<file path="config.mk">
export PLATFORM = sky130hd
export DESIGN_NAME = traffic_interval_timer_flat
export DESIGN_NICKNAME = d
export VERILOG_FILES = /design/src/rtl/traffic_interval_timer_if.sv /design/src/rtl/traffic_interval_timer.sv /design/src/flat_wrapper.sv
export SDC_FILE = /design/constraint.sdc
export NUM_CORES = 1
export LEC_CHECK = 0
export CELL_PAD_IN_SITES_DETAIL_PLACEMENT = 0
export CELL_PAD_IN_SITES_GLOBAL_PLACEMENT = 1
export CORE_MARGIN = 2
export CORE_UTILIZATION = 45
export CTS_BUF_LIST = sky130_fd_sc_hd__clkbuf_16
export CTS_CLUSTER_DIAMETER = 120
export DETAILED_ROUTE_END_ITERATION = 10
export GPL_ROUTABILITY_DRIVEN = 0
export HOLD_SLACK_MARGIN = 0.06
export PLACE_DENSITY_LB_ADDON = 0.1
export SLEW_MARGIN = 20
export SYNTH_ARGS = -nofsm -noshare
export SYNTH_HDL_FRONTEND = slang
export SYNTH_SLANG_ARGS = --single-unit
</file>
<file path="constraint.sdc">
create_clock -name clk -period 5.3 [get_ports clk]
set_input_delay 0.53 -clock clk [delete_from_list [all_inputs] [get_ports clk]]
set_output_delay 0.53 -clock clk [all_outputs]
set_load 0.05 [all_outputs]
</file>
<file path="src/rtl/traffic_interval_timer_if.sv">
// Control/status bundle between the traffic-light FSM (master) and the interval timer (slave).
// TIMER_STATUS_EN adds the countdown status signals used by the seven-segment display.
interface traffic_interval_timer_if;
  logic       Prog_Sync;
  logic [1:0] Time_Parameter_Selector;
  logic [3:0] Time_Value;
  logic [1:0] interval;
  logic       start_timer;
  logic       expired;
`ifdef TIMER_STATUS_EN
  logic [4:0] time_left;
  logic       second_tick;
`endif

  modport master (
    output Prog_Sync, Time_Parameter_Selector, Time_Value, interval, start_timer,
`ifdef TIMER_STATUS_EN
    input  time_left, second_tick,
`endif
    input  expired
  );

  modport slave (
    input  Prog_Sync, Time_Parameter_Selector, Time_Value, interval, start_timer,
`ifdef TIMER_STATUS_EN
    output time_left, second_tick,
`endif
    output expired
  );
endinterface

</file>
<file path="src/rtl/traffic_interval_timer.sv">
// Programmable seconds countdown for the traffic-light FSM: base/ext/yellow registers, divider, one-cycle expired pulse.
// Optional TIMER_STATUS_EN exposes time_left and a registered second_tick.
module traffic_interval_timer #(
  parameter int CLK_FREQ = 100000000,
  parameter int DEF_BASE = 6,
  parameter int DEF_EXT  = 3,
  parameter int DEF_YEL  = 2
) (
  input logic                    clk,
  input logic                    Reset_n,
  traffic_interval_timer_if.slave bus
);
  localparam int             DW      = $clog2(CLK_FREQ);
  localparam logic [DW-1:0]  DIV_MAX = DW'(CLK_FREQ - 1);
  localparam logic [3:0]     D_BASE  = 4'(DEF_BASE);
  localparam logic [3:0]     D_EXT   = 4'(DEF_EXT);
  localparam logic [3:0]     D_YEL   = 4'(DEF_YEL);

  typedef enum logic {IDLE, RUN} state_t;

  state_t        state;
  logic [3:0]    base, ext, yel;
  logic [DW-1:0] div;
  logic [4:0]    rem;
  logic [4:0]    dur;
  logic [3:0]    wval;
  logic          tick;
  logic          expired_q;
`ifdef TIMER_STATUS_EN
  logic          tick_q;
`endif

  // Duration comes from the registers as they stand before any same-cycle write.
  always_comb begin
    dur = {1'b0, base};
    case (bus.interval)
      2'b00: dur = {1'b0, base};
      2'b01: dur = {1'b0, ext};
      2'b10: dur = {1'b0, yel};
      2'b11: dur = {base, 1'b0};
      default: dur = {1'b0, base};
    endcase
  end

  // A zero write falls back to the default so no interval can ever be 0 s.
  always_comb begin
    wval = bus.Time_Value;
    if (bus.Time_Value == 4'd0) begin
      case (bus.Time_Parameter_Selector)
        2'b00:   wval = D_BASE;
        2'b01:   wval = D_EXT;
        2'b10:   wval = D_YEL;
        default: wval = bus.Time_Value;
      endcase
    end
  end

  assign tick = (state == RUN) && (div == DIV_MAX);

  always_ff @(posedge clk or negedge Reset_n) begin
    if (!Reset_n) begin
      state     <= IDLE;
      base      <= D_BASE;
      ext       <= D_EXT;
      yel       <= D_YEL;
      div       <= '0;
      rem       <= '0;
      expired_q <= 1'b0;
`ifdef TIMER_STATUS_EN
      tick_q    <= 1'b0;
`endif
    end else begin
      expired_q <= 1'b0;
`ifdef TIMER_STATUS_EN
      tick_q    <= tick;
`endif
      if (bus.Prog_Sync) begin
        case (bus.Time_Parameter_Selector)
          2'b00:   base <= wval;
          2'b01:   ext  <= wval;
          2'b10:   yel  <= wval;
          default: ;
        endcase
      end
      // A start always wins, including on the edge that would otherwise expire.
      if (bus.start_timer) begin
        state <= RUN;
        rem   <= dur;
        div   <= '0;
      end else if (state == RUN) begin
        if (tick) begin
          div <= '0;
          if (rem > 5'd1) begin
            rem <= rem - 5'd1;
          end else begin
            rem       <= '0;
            expired_q <= 1'b1;
            state     <= IDLE;
          end
        end else begin
          div <= div + 1'b1;
        end
      end
    end
  end

  assign bus.expired = expired_q;
`ifdef TIMER_STATUS_EN
  assign bus.time_left   = rem;
  assign bus.second_tick = tick_q;
`endif
endmodule

</file>
<file path="src/flat_wrapper.sv">
// flat-port wrapper written by rule: the top's interface ports become plain ports
module traffic_interval_timer_flat 
#(
  parameter int CLK_FREQ = 100000000,
  parameter int DEF_BASE = 6,
  parameter int DEF_EXT  = 3,
  parameter int DEF_YEL  = 2
)
  (clk, Reset_n, bus_Prog_Sync, bus_Time_Parameter_Selector, bus_Time_Value, bus_interval, bus_start_timer, bus_expired);
  traffic_interval_timer_if bus_i ();
  input logic clk;
  input logic Reset_n;
  input wire logic [$bits(bus_i.Prog_Sync)-1:0] bus_Prog_Sync;
  input wire logic [$bits(bus_i.Time_Parameter_Selector)-1:0] bus_Time_Parameter_Selector;
  input wire logic [$bits(bus_i.Time_Value)-1:0] bus_Time_Value;
  input wire logic [$bits(bus_i.interval)-1:0] bus_interval;
  input wire logic [$bits(bus_i.start_timer)-1:0] bus_start_timer;
  output wire logic [$bits(bus_i.expired)-1:0] bus_expired;
  assign bus_i.Prog_Sync = bus_Prog_Sync;
  assign bus_i.Time_Parameter_Selector = bus_Time_Parameter_Selector;
  assign bus_i.Time_Value = bus_Time_Value;
  assign bus_i.interval = bus_interval;
  assign bus_i.start_timer = bus_start_timer;
  assign bus_expired = bus_i.expired;
  traffic_interval_timer #(.CLK_FREQ(CLK_FREQ), .DEF_BASE(DEF_BASE), .DEF_EXT(DEF_EXT), .DEF_YEL(DEF_YEL)) u_core (.clk(clk), .Reset_n(Reset_n), .bus(bus_i));
endmodule
</file>
==> summary.md, run 1 <==
| Metric | Value |
|---|---|
| Gate power share | 11.0% |
| Reg power frac | 50.8% |
| Die extent in y | 81.5 um |
| # diodes | 0 |
| Die Area | 6640 um2 |
| Synth Warn # | 0 |
| Leak pwr | 1.11 nW |
| Clk pwr share | 38.2% |
| Root Driver | clkbuf_16 |
| Post-DP HPWL | 4190 um |
| Clock sink count | 46 |
| Fill cells | 553 |
| Switch Pwr | 0.195 mW |
| Routed WL | 5950 um |
| Core region area | 5850 um2 |
| Reg clk slew, reported paths | 60 ps |
| WP data required | 5500 ps |
| Worst Setup Slack, final | 2630 ps |
| Worst vdd ir | 0.159 mV |
| Final setup viols | 0 |
| Most used flip-flop cell after synthesis | dfrtp_1 |
| Area delta synth->final | 9.50% |
| Vias in the first global route | 1986 |
| Crit path launch type | primary input |
| Sequential area share after synthesis | 42.8% |
| Fmax | 375 MHz |
| Worst Path Max Fanout | 17 |
| Routed via count | 2164 |
| Max Cap Viol | 0 |
| Total grt overflow | 0 |
| Number of synthesized flops with an enable pin | 0 |
| Unrepaired setup endpoints after global routing | false |
| Fin. Hold Viols | 0 |
| Worst Setup End Kind | flop |
| Asr flop ratio synth | 100% |
| Critical path type | in -> reg |
| ANT nets after route | 0 |
| Pwr Density | 266 nW/um2 |
| Sw frac | 24.8% |
| Final slew viol count | 0 |
| Largest net degree at the start of global routing | 47 |
| CP arrival | 2870 ps |
| Setup TNS | 0 ps |
| Min-delay worst type | in -> async |
| Cts repair resizes | 0 |
| Post-CTS Setup Inserts | 0 |
| Relative slew slack | 37.4% |
| DR iter-0 viols | 180 |
| Mean Syn Cell Area | 9.58 um2 |
| Syn_nets | 301 |
| Vias per inst | 5.96 |
| Clock latency on the worst-skew pair | 280 ps |
| Synth Register Bits | 46 |
| First-pass detailed-route iteration total | 4 |
| Die Width | 81.5 um |
| H-tree depth | 2 |
| PortBufs | 12 |
| Nets@finish | 306 |
| Worst slew pin tran | 930 ps |
| Per-cell routed wire length | 16.4 um |
| Pint | 0.592 mW |
| Worst Skew | 7.53 ps |
| Initial antenna violation count | 0 |
| FP Rows | 28 |
| Crit share post-route | 50.3% |
| Cts hold-fix bufs | 0 |
| R2R depth | 4 |
| Total GRT Usage | 19.7% |
| Final Critical Period | 2670 ps |
| Global-route wire length before repair | 10100 um |
| CTS Buffer Depth | 2 |
| Drt drc | 0 |
| Post-Syn Area | 2700 um2 |
| CTS Buf Count | 5 |
| Synth Instances | 282 |
| Status | complete, no violations |
| Share of cells above drive strength 1 | 9.72% |
| Initial Util | 46.2% |
| Synth cell types | 52 |
| CTS tree | built |
| # IOs | 13 |
| Dpl ws | 2390 ps |
[path summary, 6_finish.rpt]
path / startpoint / end / slack [ps]
worst max-delay path: bus_start_timer / u_core.div[21] / 2630
worst min-delay path: Reset_n / u_core.rem[4] / 240
worst max register to register: u_core.div[17] / u_core.div[13] / 2860
worst min register to register: u_core.yel[0] / u_core.yel[0] / 480
max in group asynchronous: Reset_n / u_core.div[9] / 4650
min in group clk: u_core.yel[0] / u_core.yel[0] / 480
[placed cells by master (no fill, tap or decap), drive strengths merged, types with 6 or more instances in the layout]
cell type	netlist	routed
nor2	20	20
clkdlybuf4s50	0	11
nor3	6	6
inv	9	10
nand2	28	28
or4	12	12
nand4	10	10
o31ai	10	10
xnor2	7	7
or3	7	7
a21oi	15	15
o21ai	18	18
nor4	9	9
dfrtp	41	41
ha	7	7
nand3	11	11
[logic make-up after synthesis]
family / after synthesis / synth area share, %
simple gates: 125 / 26.1
compound gates: 60 / 14.5
flops: 46 / 42.8
buf+inv: 24 / 4.86
xor+xnor: 11 / 3.57
mux: 9 / 4.86
fa+ha+maj: 7 / 3.24
[state kept, by name, summed over array words and instances (netlist names)]
| signal | count |
|---|---|
| u_core.yel | 4 |
| u_core.state | 1 |
| u_core.ext | 4 |
| u_core.rem | 5 |
| u_core.base | 4 |
| u_core.bus.expired | 1 |
| u_core.div | 27 |
[Yosys cell counts (2+ instances only)]
library cell	instances	share of area [%]
nand4_1	10	2.3
nor3_1	6	1.1
ha_1	7	3.2
dfrtp_1	41	38
nand3_1	11	2.0
nor4bb_1	2	0.74
buf_6	5	2.1
nand4b_1	2	0.65
nand3b_1	2	0.56
and3_1	3	0.69
inv_1	9	1.3
or4_1	10	2.8
o31ai_1	10	2.8
a21oi_1	15	2.8
mux2_2	3	1.3
dfstp_2	5	4.9
o211ai_1	5	1.4
nand2_1	28	3.9
xor2_1	4	1.3
clkbuf_1	8	1.1
nor2_1	18	2.5
nor4b_1	2	0.65
nor2b_1	2	0.46
xnor2_1	7	2.3
mux4_2	3	2.5
or2_2	2	0.46
nor4_1	9	2.1
o21ai_0	17	3.1
nand2b_1	3	0.69
nor2_2	2	0.46
mux2i_1	3	1.1
or4_4	2	0.83
or3_1	7	1.6
[cell type report]
class,instances,area [um2],area share [%]
inverter,10,37.5,1.27
clock buffer,5,125,4.23
tap,75,93.8,3.17
clock inverter,3,13.8,0.465
sequential,46,1160,39.1
timing repair buffer,12,118,3.98
multi-input combinational,212,1410,47.8
[critical path, cell delays in order]
cell and delay (ps):
clkdlybuf4s50_1 870, o2111ai_1 270, or3_1 510, or4_1 550, a21oi_1 140
[power groups by stage]
stage          clock network, mW  logic [mW]  registers, mW
2_1_floorplan                  0      0.0619          0.398
3_3_place_gp                   0      0.0870          0.405
3_5_place_dp                   0      0.0878          0.407
4_1_cts                    0.309      0.0883          0.400
5_1_grt                    0.325      0.0992          0.404
6_report                   0.301      0.0863          0.400
[routing by layer]
layer,vias to the layer above,wire (um),GRT usage [%]
met5,-,0,0
met4,0,55,3.73
met3,6,261,3.63
met2,42,2520,28.8
met1,1050,3110,30.5
li1,1066,-,-
[stage by stage]
step / cells / util (%) / power (mW) / instance area [um2] / hold slack (ps)
2_1_floorplan: 282 / - / 0.460 / 2700 / 234
3_3_place_gp: 355 / 48.1 / 0.492 / 2820 / 467
3_5_place_dp: 355 / 48.1 / 0.495 / 2820 / 476
4_1_cts: 363 / 50.5 / 0.798 / 2960 / 472
5_1_grt: 363 / 50.6 / 0.828 / 2960 / 302
6_report: 363 / 50.6 / 0.787 / 2960 / 241
(Power assumes the default switching activity.)
==> run 2: changes to the inputs <==
- CORE_UTILIZATION: 45 -> 42
- clock period: 5.3 -> 2.4 ns (I/O delays scaled with it)
==> summary.md, run 2 (synthesis gave the netlist of run 1 again) <==
| Metric | Value |
|---|---|
| Total grt overflow | 0 (unchanged) |
| Routed via count | 2200 (+1.7%) |
| Setup TNS | 0 ps (unchanged) |
| Setup slack, reg-to-reg | 260 ps (-2600 ps) |
| Most common cell after layout, fill and taps aside | dfrtp_1 |
| Reg clk slew, reported paths | 70 ps (about the same) |
| Worst slew pin tran | 528 ps (-402 ps) |
| Fmax | 468 MHz |
| Crit path launch type | flop |
| Top Registers | u_core.div x27, u_core.rem x5 |
| H-tree depth | 2 (unchanged) |
| Initial Util | 43.0% (-3.1 points) |
| Register name with the most flops | u_core.div |
| CTS Buffer Depth | 2 (unchanged) |
| Routed WL | 6150 um (+3.4%) |
| Core region area | 6280 um2 (+7.3%) |
| Global-route wire length before repair | 10800 um (+7.5%) |
| Critical Path Sink | u_core.div[17] |
| Pwr Density | 574 nW/um2 (+120%) |
| Status | complete, no violations |
| Clock sink count | 46 (unchanged) |
| Largest register FFs | 27 (unchanged) |
| CTS Buf Count | 5 (unchanged) |
| Nets@finish | 321 (+4.9%) |
| ANT nets after route | 0 (unchanged) |
| Unrepaired setup endpoints after global routing | false |
| Total GRT Usage | 19.0% (-0.70 points) |
| Worst vdd ir | 0.289 mV (+82%) |
| Cts repair resizes | 0 (unchanged) |
| Crit share post-route | 89.1% |
| CTS tree | built |
| Largest net degree at the start of global routing | 23 (-51%) |
| Vias in the first global route | 2110 (+6.2%) |
| WP data required | 2560 ps (-2940 ps) |
| Root Driver | clkbuf_16 |
| RR Startpoint | u_core.div[11] |
| Min-delay worst type | in -> async |
| Final Critical Period | 2140 ps |
| Die Area | 7090 um2 (+6.8%) |
| FF-to-FF End | u_core.div[17] |
| DR iter-0 viols | 138 (-23%) |
| CP arrival | 2300 ps (-570 ps) |
| Critical path type | reg -> reg |
| Worst Skew | 4.91 ps (-2.62 ps) |
| Final setup viols | 0 (unchanged) |
| Area delta synth->final | 14.5% |
| Worst Setup Slack, final | 262 ps (-2370 ps) |
| Critical path startpoint | u_core.div[11] |
| Relative slew slack | 64.7% (+27 points) |
| Worst Setup End Kind | flop |
| Worst Path Max Fanout | 22 (+5) |
| First-pass detailed-route iteration total | 4 (unchanged) |
| # IOs | 13 (unchanged) |
| Dpl ws | 222 ps (-2170 ps) |
| Final Power | 1.77 mW (+130%) |
| Share of cells above drive strength 1 | 13.9% (+4.1 points) |
| Die extent in y | 84.2 um (+3.3%) |
| Per-cell routed wire length | 16.2 um (-1.3%) |
| Final slew viol count | 0 (unchanged) |
| Cell Area, Placed | 2940 um2 (+4.3%) |
| Drt drc | 0 (unchanged) |
| Clock latency on the worst-skew pair | 280 ps (about the same) |
| Max Cap Viol | 0 (unchanged) |
| Post-DP HPWL | 4420 um (+5.7%) |
| Final instance area | 3090 um2 (+4.5%) |
| Die Width | 84.2 um (+3.3%) |
| PortBufs | 12 (unchanged) |
| Most frequent cells in the layout | dfrtp_1, nand2_1, nor2_1 |
| Vias per inst | 5.79 (-2.9%) |
| # diodes | 0 (unchanged) |
| FP Rows | 29 (+3.6%) |
| Initial antenna violation count | 0 (unchanged) |
| Fin. Hold Viols | 0 (unchanged) |
| Leak pwr | 1.18 nW (+6.4%) |
| R2R depth | 5 (+1) |
## run 2: changes by cell type in the layout (fill, tap and decap cells not counted), sizes merged
cell,change
clkinvlp,+1
clkinv,-1
dlygate4sd3,+1
buf,+14
## run 2: power by group
part	internal (mW)	total, mW	switching, mW	leakage (nW)
logic	0.0977	0.200	0.102	0.512
clock network	0.386	0.691	0.305	0.0679
registers	0.838	0.882	0.0446	0.596
## run 2: layer usage
layer | vias to the layer above | GRT usage (%) | part of all wire (%)
met5 | - | 0 | 0
met4 | 0 | 4.40 | 0.75
met3 | 4 | 3.05 | 3.9
met2 | 51 | 26.7 | 42
met1 | 1053 | 30.4 | 53
li1 | 1092 | - | -
## run 2: critical path, cell delays in order (launching register included)
cell and delay (ps):
dfrtp_1 400, or4b_1 540, or4_4 650, o21ai_4 180, buf_12 180, a21oi_1 60
## run 2: worst min-delay path by stage
stage / startpoint / cells past startpoint / to / slack [ps]
6_report: Reset_n / 2 / u_core.bus.expired / 390
5_1_grt: Reset_n / 2 / u_core.bus.expired / 430
4_1_cts: Reset_n / 2 / u_core.bus.expired / 410
3_5_place_dp: Reset_n / 1 / u_core.bus.expired / 180
3_3_place_gp: Reset_n / 1 / u_core.bus.expired / 180
2_1_floorplan: Reset_n / 0 / u_core.base[0] / -60
## run 2: layout make-up
cell class	count	area (um2)
fillers	611	3190
multi-input cells	212	1410
flip-flops and latches	46	1160
repair buffers	27	243
clock buffers	5	125
well taps	77	96.3
inverters	10	37.5
clock inverters	3	20.0
## run 2: metrics by stage
step	hold WS [ps]	instances	util, %
after floorplan	-55.6	282	-
after global placement	184	371	46.8
after detailed placement	185	371	46.8
after CTS	414	380	49.3
after global routing	426	380	49.3
final	393	380	49.3
## run 2: timing repair
action,CTS,global route
endpoints found under the hold margin,14,0
buffers inserted,0,0
hold buffers,1,0
